**src/rtl/npm_toggle_phy_step_arbiter.sv**
```systemverilog
// Step arbiter for the NAND toggle PHY: it grants one step primitive at a time and muxes
// that step's PHY controls onto the shared outputs, with a bounded run time per step.
module npm_toggle_phy_step_arbiter #(
    parameter logic [9:0] TIMEOUT_CYCLES = 10'd1023
) (
    input  logic        iSystemClock,
    input  logic        iReset,
    input  logic        iCMDValid,
    input  logic [1:0]  iCMDStep,
    output logic        oCMDReady,
    output logic [3:0]  oStart,
    input  logic [3:0]  iStepLast,
    input  logic [3:0]  iPI_BUFF_Reset,
    input  logic [3:0]  iPI_BUFF_RE,
    input  logic [3:0]  iPI_BUFF_WE,
    input  logic [3:0]  iDQSOutEnable,
    input  logic [31:0] iPO_DQStrobe,
    output logic        oPI_BUFF_Reset,
    output logic        oPI_BUFF_RE,
    output logic        oPI_BUFF_WE,
    output logic        oDQSOutEnable,
    output logic [7:0]  oPO_DQStrobe,
    output logic [3:0]  oOwner,
    output logic        oDone,
    output logic        oTimeout
);

    typedef enum logic [4:0] {
        S_RESET = 5'b00001,
        S_READY = 5'b00010,
        S_START = 5'b00100,
        S_RUN   = 5'b01000,
        S_ABORT = 5'b10000
    } state_t;

    localparam logic [9:0] LP_LAST_RUN = TIMEOUT_CYCLES - 10'd1;

    state_t     r_state;
    state_t     w_state_next;
    logic [1:0] r_sel;
    logic [1:0] w_sel_next;
    logic [9:0] r_timer;
    logic [9:0] w_timer_next;

    logic [3:0] w_onehot;
    logic       w_last;
    logic       w_expire;
    logic       w_active;
    logic       w_cmd_ready;
    logic [3:0] w_start;
    logic       w_done;
    logic       w_tmo;

    assign w_onehot = 4'b0001 << r_sel;
    assign w_last   = iStepLast[r_sel];
    // r_timer counts RUN cycles already spent, so this is the last permitted RUN cycle.
    assign w_expire = (r_timer >= LP_LAST_RUN);

    always_ff @(posedge iSystemClock or posedge iReset) begin
        if (iReset) begin
            r_state <= S_RESET;
            r_sel   <= 2'd0;
            r_timer <= 10'd0;
        end else begin
            r_state <= w_state_next;
            r_sel   <= w_sel_next;
            r_timer <= w_timer_next;
        end
    end

    always_comb begin
        w_state_next = r_state;
        w_sel_next   = r_sel;
        w_timer_next = r_timer;
        w_cmd_ready  = 1'b0;
        w_start      = 4'b0000;
        w_done       = 1'b0;
        w_tmo        = 1'b0;
        w_active     = 1'b0;
        case (r_state)
            S_RESET: begin
                w_state_next = S_READY;
            end
            S_READY: begin
                w_cmd_ready = 1'b1;
                if (iCMDValid) begin
                    w_sel_next   = iCMDStep;
                    w_state_next = S_START;
                end
            end
            S_START: begin
                w_active     = 1'b1;
                w_start      = w_onehot;
                w_timer_next = 10'd0;
                w_state_next = S_RUN;
            end
            S_RUN: begin
                w_active     = 1'b1;
                w_timer_next = (r_timer == TIMEOUT_CYCLES) ? r_timer : r_timer + 10'd1;
                // Completion wins over a coinciding timeout.
                if (w_last) begin
                    w_done      = 1'b1;
                    w_cmd_ready = 1'b1;
                    if (iCMDValid) begin
                        w_sel_next   = iCMDStep;
                        w_state_next = S_START;
                    end else begin
                        w_state_next = S_READY;
                    end
                end else if (w_expire) begin
                    w_state_next = S_ABORT;
                end
            end
            S_ABORT: begin
                w_tmo        = 1'b1;
                w_state_next = S_READY;
            end
            default: begin
                w_state_next = S_RESET;
            end
        endcase
    end

    // Outputs drop to zero the moment reset asserts, not at the next edge.
    always_comb begin
        oStart         = 4'b0000;
        oCMDReady      = 1'b0;
        oDone          = 1'b0;
        oTimeout       = 1'b0;
        oOwner         = 4'b0000;
        oPI_BUFF_Reset = 1'b0;
        oPI_BUFF_RE    = 1'b0;
        oPI_BUFF_WE    = 1'b0;
        oDQSOutEnable  = 1'b0;
        oPO_DQStrobe   = 8'h00;
        if (!iReset) begin
            oStart        = w_start;
            oCMDReady     = w_cmd_ready;
            oDone         = w_done;
            oTimeout      = w_tmo;
            oDQSOutEnable = 1'b1;
            if (w_active) begin
                oOwner         = w_onehot;
                oPI_BUFF_Reset = iPI_BUFF_Reset[r_sel];
                oPI_BUFF_RE    = iPI_BUFF_RE[r_sel];
                oPI_BUFF_WE    = iPI_BUFF_WE[r_sel];
                oDQSOutEnable  = iDQSOutEnable[r_sel];
                oPO_DQStrobe   = iPO_DQStrobe[{r_sel, 3'b000} +: 8];
            end
        end
    end

endmodule

```
**config.mk**
```make
export PLATFORM = sky130hd
export DESIGN_NAME = npm_toggle_phy_step_arbiter
export DESIGN_NICKNAME = d
export VERILOG_FILES = /design/src/rtl/npm_toggle_phy_step_arbiter.sv
export SDC_FILE = /design/constraint.sdc
export NUM_CORES = 1
export LEC_CHECK = 0
export BUFFER_PORTS_ARGS = -buffer_cell sky130_fd_sc_hd__buf_2
export CORE_MARGIN = 2
export CORE_UTILIZATION = 25
export CTS_CLUSTER_SIZE = 28
export DETAILED_ROUTE_END_ITERATION = 10
export PLACE_DENSITY = 0.58
export SYNTH_ARGS = -nofsm -noshare
export SYNTH_HDL_FRONTEND = slang
export SYNTH_SLANG_ARGS = --single-unit
```
**constraint.sdc**
```tcl
create_clock -name iSystemClock -period 1.6 [get_ports iSystemClock]
set_input_delay 0.32 -clock iSystemClock [delete_from_list [all_inputs] [get_ports iSystemClock]]
set_output_delay 0.32 -clock iSystemClock [all_outputs]
set_load 0.01 [all_outputs]
```
==> results.sh, run 1 <==
export IMPL_cts_num_sinks=17
export IMPL_netlist_top_cell_by_area="dfrtp_1"
export IMPL_clkTransAtPathRegs_ns=0.07
export IMPL_critPathBufInv=2
export IMPL_cts_buffers=3
export IMPL_yosysWarnings=0
export IMPL_finalCritPeriodShare_pct=122
export IMPL_fin_hold_ws_ns=0.284
export IMPL_finalClockSkew_ns=0.00354
export IMPL_fin_crit_ns=1.96
export IMPL_synth_cell_types=42
export IMPL_antenna_found_initial=0
export IMPL_maxSlewViolCount=0
export IMPL_n_fill_cell=590
export IMPL_p_leak_nw=1.24
export IMPL_total_power_w=0.00294
export IMPL_synth_seq_cells=17
export IMPL_syn_inst=156
export IMPL_overflow=0
export IMPL_crit_fanout=6
export IMPL_r2r_cells=9
export IMPL_end_kind="output pin"
export IMPL_avgSynthCellArea_um2=9.71
export IMPL_die_x_um=81.9
export IMPL_cts_max_level=1
export IMPL_rows=28
export IMPL_preCtsSetupSlack_ns=-0.128
export IMPL_clk_path_buf_depth=2
export IMPL_final_common_cell="buf_2"
export IMPL_max_cap_violations=0
export IMPL_cp_arrival_ns=1.64
export IMPL_max_stage_delay_ns=0.41
export IMPL_start_util_pct=25.7
export IMPL_avgRoutedWirePerCell_um=14.3
export IMPL_min_path_type="primary input to asynchronous set/reset pin"
export IMPL_slew_headroom_pct=73.4
export IMPL_r2r_slack_ns=-0.23
export IMPL_p_per_area_nw_per_um2=1080
export IMPL_drive_gt1_share_pct=68.4
export IMPL_chipHeight_um=81.9
export IMPL_hpwl_um=3660
export IMPL_wl_um=4970
export IMPL_drt_iter0_drc=42
export IMPL_yosys_area_top_type_share_pct=26.4
export IMPL_mostFrequentLayoutCells="72 x buf_2, 28 x buf_4, 17 x buf_6"
export IMPL_syn_num_nets=215
export IMPL_multiInputGateArea_um2=1290
export IMPL_ios=80
export IMPL_outcome="finished, violations left"
export IMPL_synthFlopType="dfrtp_1"
export IMPL_grt_usage_pct=14.5
export IMPL_place_gp_congestion=0.791
export IMPL_setup_viol=30
export IMPL_path_delay_family="simple AND/OR/NAND/NOR gates"
export IMPL_finalHoldViolCount=0
export IMPL_crit_chain="and2b_2 > o21ai_4 > nand2b_4 > clkbuf_16 > nor2b_4 > buf_6"
export IMPL_area_growth_pct=79.4
export IMPL_dieArea_um2=6700
export IMPL_worst_pin_slew_ns=0.397
export IMPL_path_class="register to output pin"
export IMPL_nets=332
export IMPL_failed_checks="negative setup slack"
export IMPL_grt_pass1_wl_um=7590
export IMPL_drtPass1Iterations=4
export IMPL_yosysSeqAreaShare_pct=28.2
export IMPL_fmax_ghz=0.511
export IMPL_grt_max_degree=18
export IMPL_async_reset_ff_share_pct=100
export IMPL_clk_insertion_delay_late_ns=0.25
export IMPL_grt_pass1_vias=1611
export IMPL_portBuffers=79
export IMPL_layout_setup_ws_ns=-0.357
export IMPL_cts_root_buf="clkbuf_8"
export IMPL_seq_area_um2=428
export IMPL_drc=0
export IMPL_via_count=1687
export IMPL_ant_nets=0
export IMPL_diodes=0
export IMPL_ys_top_cells_by_area="dfrtp_1 26%, mux4_2 13%, mux4_1 6.9%, nor2b_1 5.4%, nor2_1 3.5%"
export IMPL_coreArea_um2=5890
export IMPL_synthesis_area_um2=1520
export IMPL_r2r_end="r_timer[2]$_DFFE_PP0P_"
export IMPL_r2r_start="r_state[1]$_DFFE_PP0P_"
export IMPL_slowest_stage="dfrtp_1"
export IMPL_setup_worst_path_start_class="register"
export IMPL_cts_tree="done"
export IMPL_peakVddDrop_mv=0.477
export IMPL_viasPerCell=4.86
export IMPL_synth_edf_count=0
export IMPL_cp_required_ns=1.28
export IMPL_rsz0062_at_grt="true"
[synth_stat cells, types with 2 or more instances]
cell      number
nand2_1       12
mux4_1         4
nor3_1         7
nor4_1         2
o21ai_0        8
clkbuf_1       2
mux4_2         9
nand2b_1       7
nor2b_1       13
or3_1          2
nor2_1        14
ha_1           2
mux2i_1        3
o31ai_1        4
or4_1          4
buf_2          5
dfrtp_1       16
nand3_1        5
and2_1         3
and3_1         2
a21oi_1        6
mux2_4         2
inv_1          2
nand4_1        4
[logic make-up after synthesis]
family	synth area share, %
muxes	25.0
AOI/OAI and AO/OA	9.50
buffers and inverters	3.63
and+or+nand+nor	32.0
adders and majority gates	1.65
DFF	28.2
[metal layers]
metal / share of wire, % / routed length [µm] / vias to the layer above / GRT usage (%)
met2: 54 / 2670 / 56 / 26.4
li1: - / - / 819 / -
met3: 3.8 / 190 / 2 / 1.10
met4: 0.54 / 27 / 0 / 3.17
met1: 42 / 2080 / 810 / 18.7
met5: 0 / 0 / - / 0
[timing repair]
action                                  4_1_cts  5_1_grt
hold buffers                                  0        0
endpoints found under the hold margin         0        0
setup buffers                                 7        6
gates resized for setup                      35       21
pin swaps                                    12       10
gates cloned                                  0        1
endpoints found under the setup margin       29       33
[stage by stage]
| stage | cell area, µm² | util, % | cells | setup TNS [ns] |
|---|---|---|---|---|
| finish | 2720 | 46.2 | 347 | -8.10 |
| global route | 2720 | 46.2 | 347 | -10.86 |
| CTS | 2580 | 43.8 | 341 | -7.27 |
| detailed placement | 2340 | 39.7 | 333 | -1.71 |
| global placement | 2340 | 39.7 | 333 | -1.55 |
| floorplan | 1650 | - | 156 | -0.812 |
[worst min-delay path, delay by kind of cell]
kind / cells / cell delay [ns]
buffers and inverters: 3 / 0.59
[report_power, final]
part	internal [W]	switching, W	leakage (nW)
clock network	0.000173	0.000159	0.0255
logic	0.00116	0.000827	0.994
registers	0.000528	0.0000971	0.225
total	0.00186	0.00108	1.24
[worst max path at each step]
stage	startpoint	to	slack (ns)	cells past startpoint
after global routing	r_state[3]$_DFFE_PP0P_	oPO_DQStrobe[7]	-0.46	7
after CTS	r_state[2]$_DFFE_PP0P_	oPO_DQStrobe[7]	-0.36	6
final	r_state[3]$_DFFE_PP0P_	oPO_DQStrobe[2]	-0.36	6
after global placement	r_sel[0]$_DFFE_PP0P_	oPI_BUFF_Reset	-0.12	4
after floorplan	r_state[0]$_DFFE_PP1P_	oOwner[0]	-0.08	6
after detailed placement	r_sel[0]$_DFFE_PP0P_	oPI_BUFF_RE	-0.13	4
[registers in the layout (all words and copies together), names as in the netlist]
register and flops:
r_sel 2, r_timer 10, r_state 5
[layout make-up]
| type | count | area share, % |
|---|---|---|
| Tap cell | 75 | 3.45 |
| Clock buffer | 3 | 1.52 |
| Sequential cell | 17 | 15.7 |
| Multi-Input combinational cell | 128 | 47.5 |
| Inverter | 2 | 0.414 |
| Timing Repair Buffer | 121 | 31.2 |
| Clock inverter | 1 | 0.184 |
No activity file was read; power rests on OpenSTA's default activity.
==> inputs of run 2 (changes only) <==
--- a/config.mk
+++ b/config.mk
@@ -6,11 +6,15 @@
 export NUM_CORES = 1
 export LEC_CHECK = 0
 export BUFFER_PORTS_ARGS = -buffer_cell sky130_fd_sc_hd__buf_2
+export CELL_PAD_IN_SITES_DETAIL_PLACEMENT = 2
+export CELL_PAD_IN_SITES_GLOBAL_PLACEMENT = 2
 export CORE_MARGIN = 2
-export CORE_UTILIZATION = 25
+export CORE_UTILIZATION = 23
 export CTS_CLUSTER_SIZE = 28
 export DETAILED_ROUTE_END_ITERATION = 10
-export PLACE_DENSITY = 0.58
+export MAX_ROUTING_LAYER = met4
+export PLACE_DENSITY = 0.84
+export REMOVE_ABC_BUFFERS = 1
 export SYNTH_ARGS = -nofsm -noshare
 export SYNTH_HDL_FRONTEND = slang
 export SYNTH_SLANG_ARGS = --single-unit
==> run 2 against run 1 <==
The run still ends with negative setup slack left. Clock-buffer cell count grew 1. Register-to-register slack got worse by 0.02 ns. Largest power group unchanged. Clock power rose by 10%. Non-clock buffer count fell by 1. Largest cell class unchanged. Sequential share of layout area rose by 0.28 points.
==> results.sh, run 2 (synthesis gave the netlist of run 1 again) <==
export IMPL_outcome="finished, violations left"
export IMPL_failed_checks="negative setup slack"
export IMPL_area_growth_pct=76.8
export IMPL_multiInputGateArea_um2=1220
export IMPL_hpwl_um=5380
export IMPL_cts_num_sinks=17
export IMPL_final_common_cell="buf_2"
export IMPL_fmax_ghz=0.465
export IMPL_n_fill_cell=655
export IMPL_coreArea_um2=6350
export IMPL_setup_worst_path_start_class="register"
export IMPL_cp_endpoint="oStart[1]"
export IMPL_clk_path_buf_depth=2
export IMPL_dieArea_um2=7250
export IMPL_nets=331
export IMPL_peakVddDrop_mv=0.398
export IMPL_diodes=0
export IMPL_cts_max_level=1
export IMPL_crit_fanout=7
export IMPL_seq_area_um2=429
export IMPL_drtPass1Iterations=4
export IMPL_max_stage_delay_ns=0.48
export IMPL_slew_headroom_pct=79.5
export IMPL_end_kind="output pin"
export IMPL_place_area_um2=2210
export IMPL_r2r_cells=5
export IMPL_via_count=1850
export IMPL_antenna_found_initial=0
export IMPL_grt_max_degree=19
export IMPL_slowest_stage="dfrtp_2"
export IMPL_largest_register_ffs=10
export IMPL_rsz0062_at_grt="true"
export IMPL_clkTransAtPathRegs_ns=0.08
export IMPL_crit_chain="buf_12 > buf_4 > buf_4 > nand2b_1 > nor3_1 > buf_2"
export IMPL_ios=80
export IMPL_critPathBufInv=4
export IMPL_drc=0
export IMPL_grt_pass1_vias=2183
export IMPL_cp_arrival_ns=1.83
export IMPL_cp_required_ns=1.28
export IMPL_busiest_layer="met2"
export IMPL_ant_nets=0
export IMPL_finalCritPeriodShare_pct=134
export IMPL_rows=29
export IMPL_min_path_type="primary input to register"
export IMPL_p_per_area_nw_per_um2=1150
export IMPL_wl_um=8380
export IMPL_fin_cells=348
export IMPL_final_cell_area_um2=2680
export IMPL_grt_use_met3_pct=2.63
export IMPL_chipHeight_um=85.2
export IMPL_worst_pin_slew_ns=0.299
export IMPL_cts_buffers=3
export IMPL_ctsHoldBuffers=0
export IMPL_reg_top3="r_timer x10, r_state x5, r_sel x2"
export IMPL_finalHoldViolCount=0
export IMPL_layout_setup_ws_ns=-0.550
export IMPL_portBuffers=79
export IMPL_path_delay_family="buffers and inverters"
export IMPL_mostFrequentLayoutCells="68 x buf_2, 27 x buf_4, 20 x buf_6"
export IMPL_r2r_start="r_sel[0]$_DFFE_PP0P_"
export IMPL_p_leak_nw=1.23
export IMPL_overflow=0
export IMPL_top_register="r_timer"
export IMPL_drive_gt1_share_pct=66.4
export IMPL_r2r_end="r_sel[0]$_DFFE_PP0P_"
export IMPL_fin_hold_ws_ns=0.281
export IMPL_cts_tree="done"
export IMPL_avgRoutedWirePerCell_um=24.1
export IMPL_critPathMostFrequentCell="buf_4"
export IMPL_grt_pass1_wl_um=11800
export IMPL_place_gp_congestion=0.787
export IMPL_dp_cells=332
export IMPL_setup_viol=31
export IMPL_start_util_pct=23.9
export IMPL_drt_iter0_drc=94
export IMPL_max_cap_violations=0
export IMPL_cp_depth=6
export IMPL_globalRouteMet2Util_pct=43.2
export IMPL_clk_insertion_delay_late_ns=0.27
export IMPL_maxSlewViolCount=0
export IMPL_finalClockSkew_ns=0.00707
export IMPL_grt_usage_pct=22.1
export IMPL_path_class="register to output pin"
export IMPL_r2r_slack_ns=-0.25
export IMPL_cts_root_buf="clkbuf_8"
export IMPL_use_met1_pct=22.0
export IMPL_fin_crit_ns=2.15
export IMPL_critPathLaunch="r_sel[0]$_DFFE_PP0P_"
export IMPL_die_x_um=85.2
export IMPL_viasPerCell=5.32
[run 2: repair_timing]
action,4_1_cts,5_1_grt
gates resized for setup,41,40
cloned,2,0
setup endpoints to repair,31,35
pin swaps,14,10
buffers inserted,9,9
[run 2: layout make-up]
class / count / area share (%)
Timing Repair Buffer: 120 / 32.7
Inverter: 2 / 0.280
Sequential cell: 17 / 16.0
Multi-Input combinational cell: 128 / 45.7
Clock buffer: 4 / 1.68
Tap cell: 77 / 3.60
[run 2: metrics by stage]
step	total power [W]	setup WS, ns	TNS (ns)	utilization [%]
after floorplan	0.00149	-0.434	-5.70	-
after global placement	0.00201	-0.109	-1.13	34.9
after detailed placement	0.00213	-0.154	-2.34	34.9
after CTS	0.00284	-0.433	-8.45	39.3
after global routing	0.00325	-0.584	-12.55	42.2
final	0.00309	-0.550	-10.63	42.2
[run 2: power breakdown]
group	internal [W]	switching (W)
sequential	0.000528	0.000124
combinational	0.00113	0.000936
clock	0.000178	0.000186
[run 2: worst min path at each step]
stage / startpoint / to / cells past startpoint
global route: iCMDStep[1] / r_sel[1]$_DFFE_PP0P_ / 2
CTS: iReset / r_sel[1]$_DFFE_PP0P_ / 3
finish: iCMDValid / r_state[1]$_DFFE_PP0P_ / 2
floorplan: iReset / r_sel[0]$_DFFE_PP0P_ / 1
detailed placement: iReset / r_sel[1]$_DFFE_PP0P_ / 3
global placement: iReset / r_timer[1]$_DFFE_PP0P_ / 3
[run 2: routing by layer]
| metal | wire length (µm) | vias to the layer above |
|---|---|---|
| li1 | - | 813 |
| met1 | 2880 | 919 |
| met2 | 4650 | 92 |
| met3 | 395 | 26 |
| met4 | 461 | 0 |
| met5 | 0 | - |
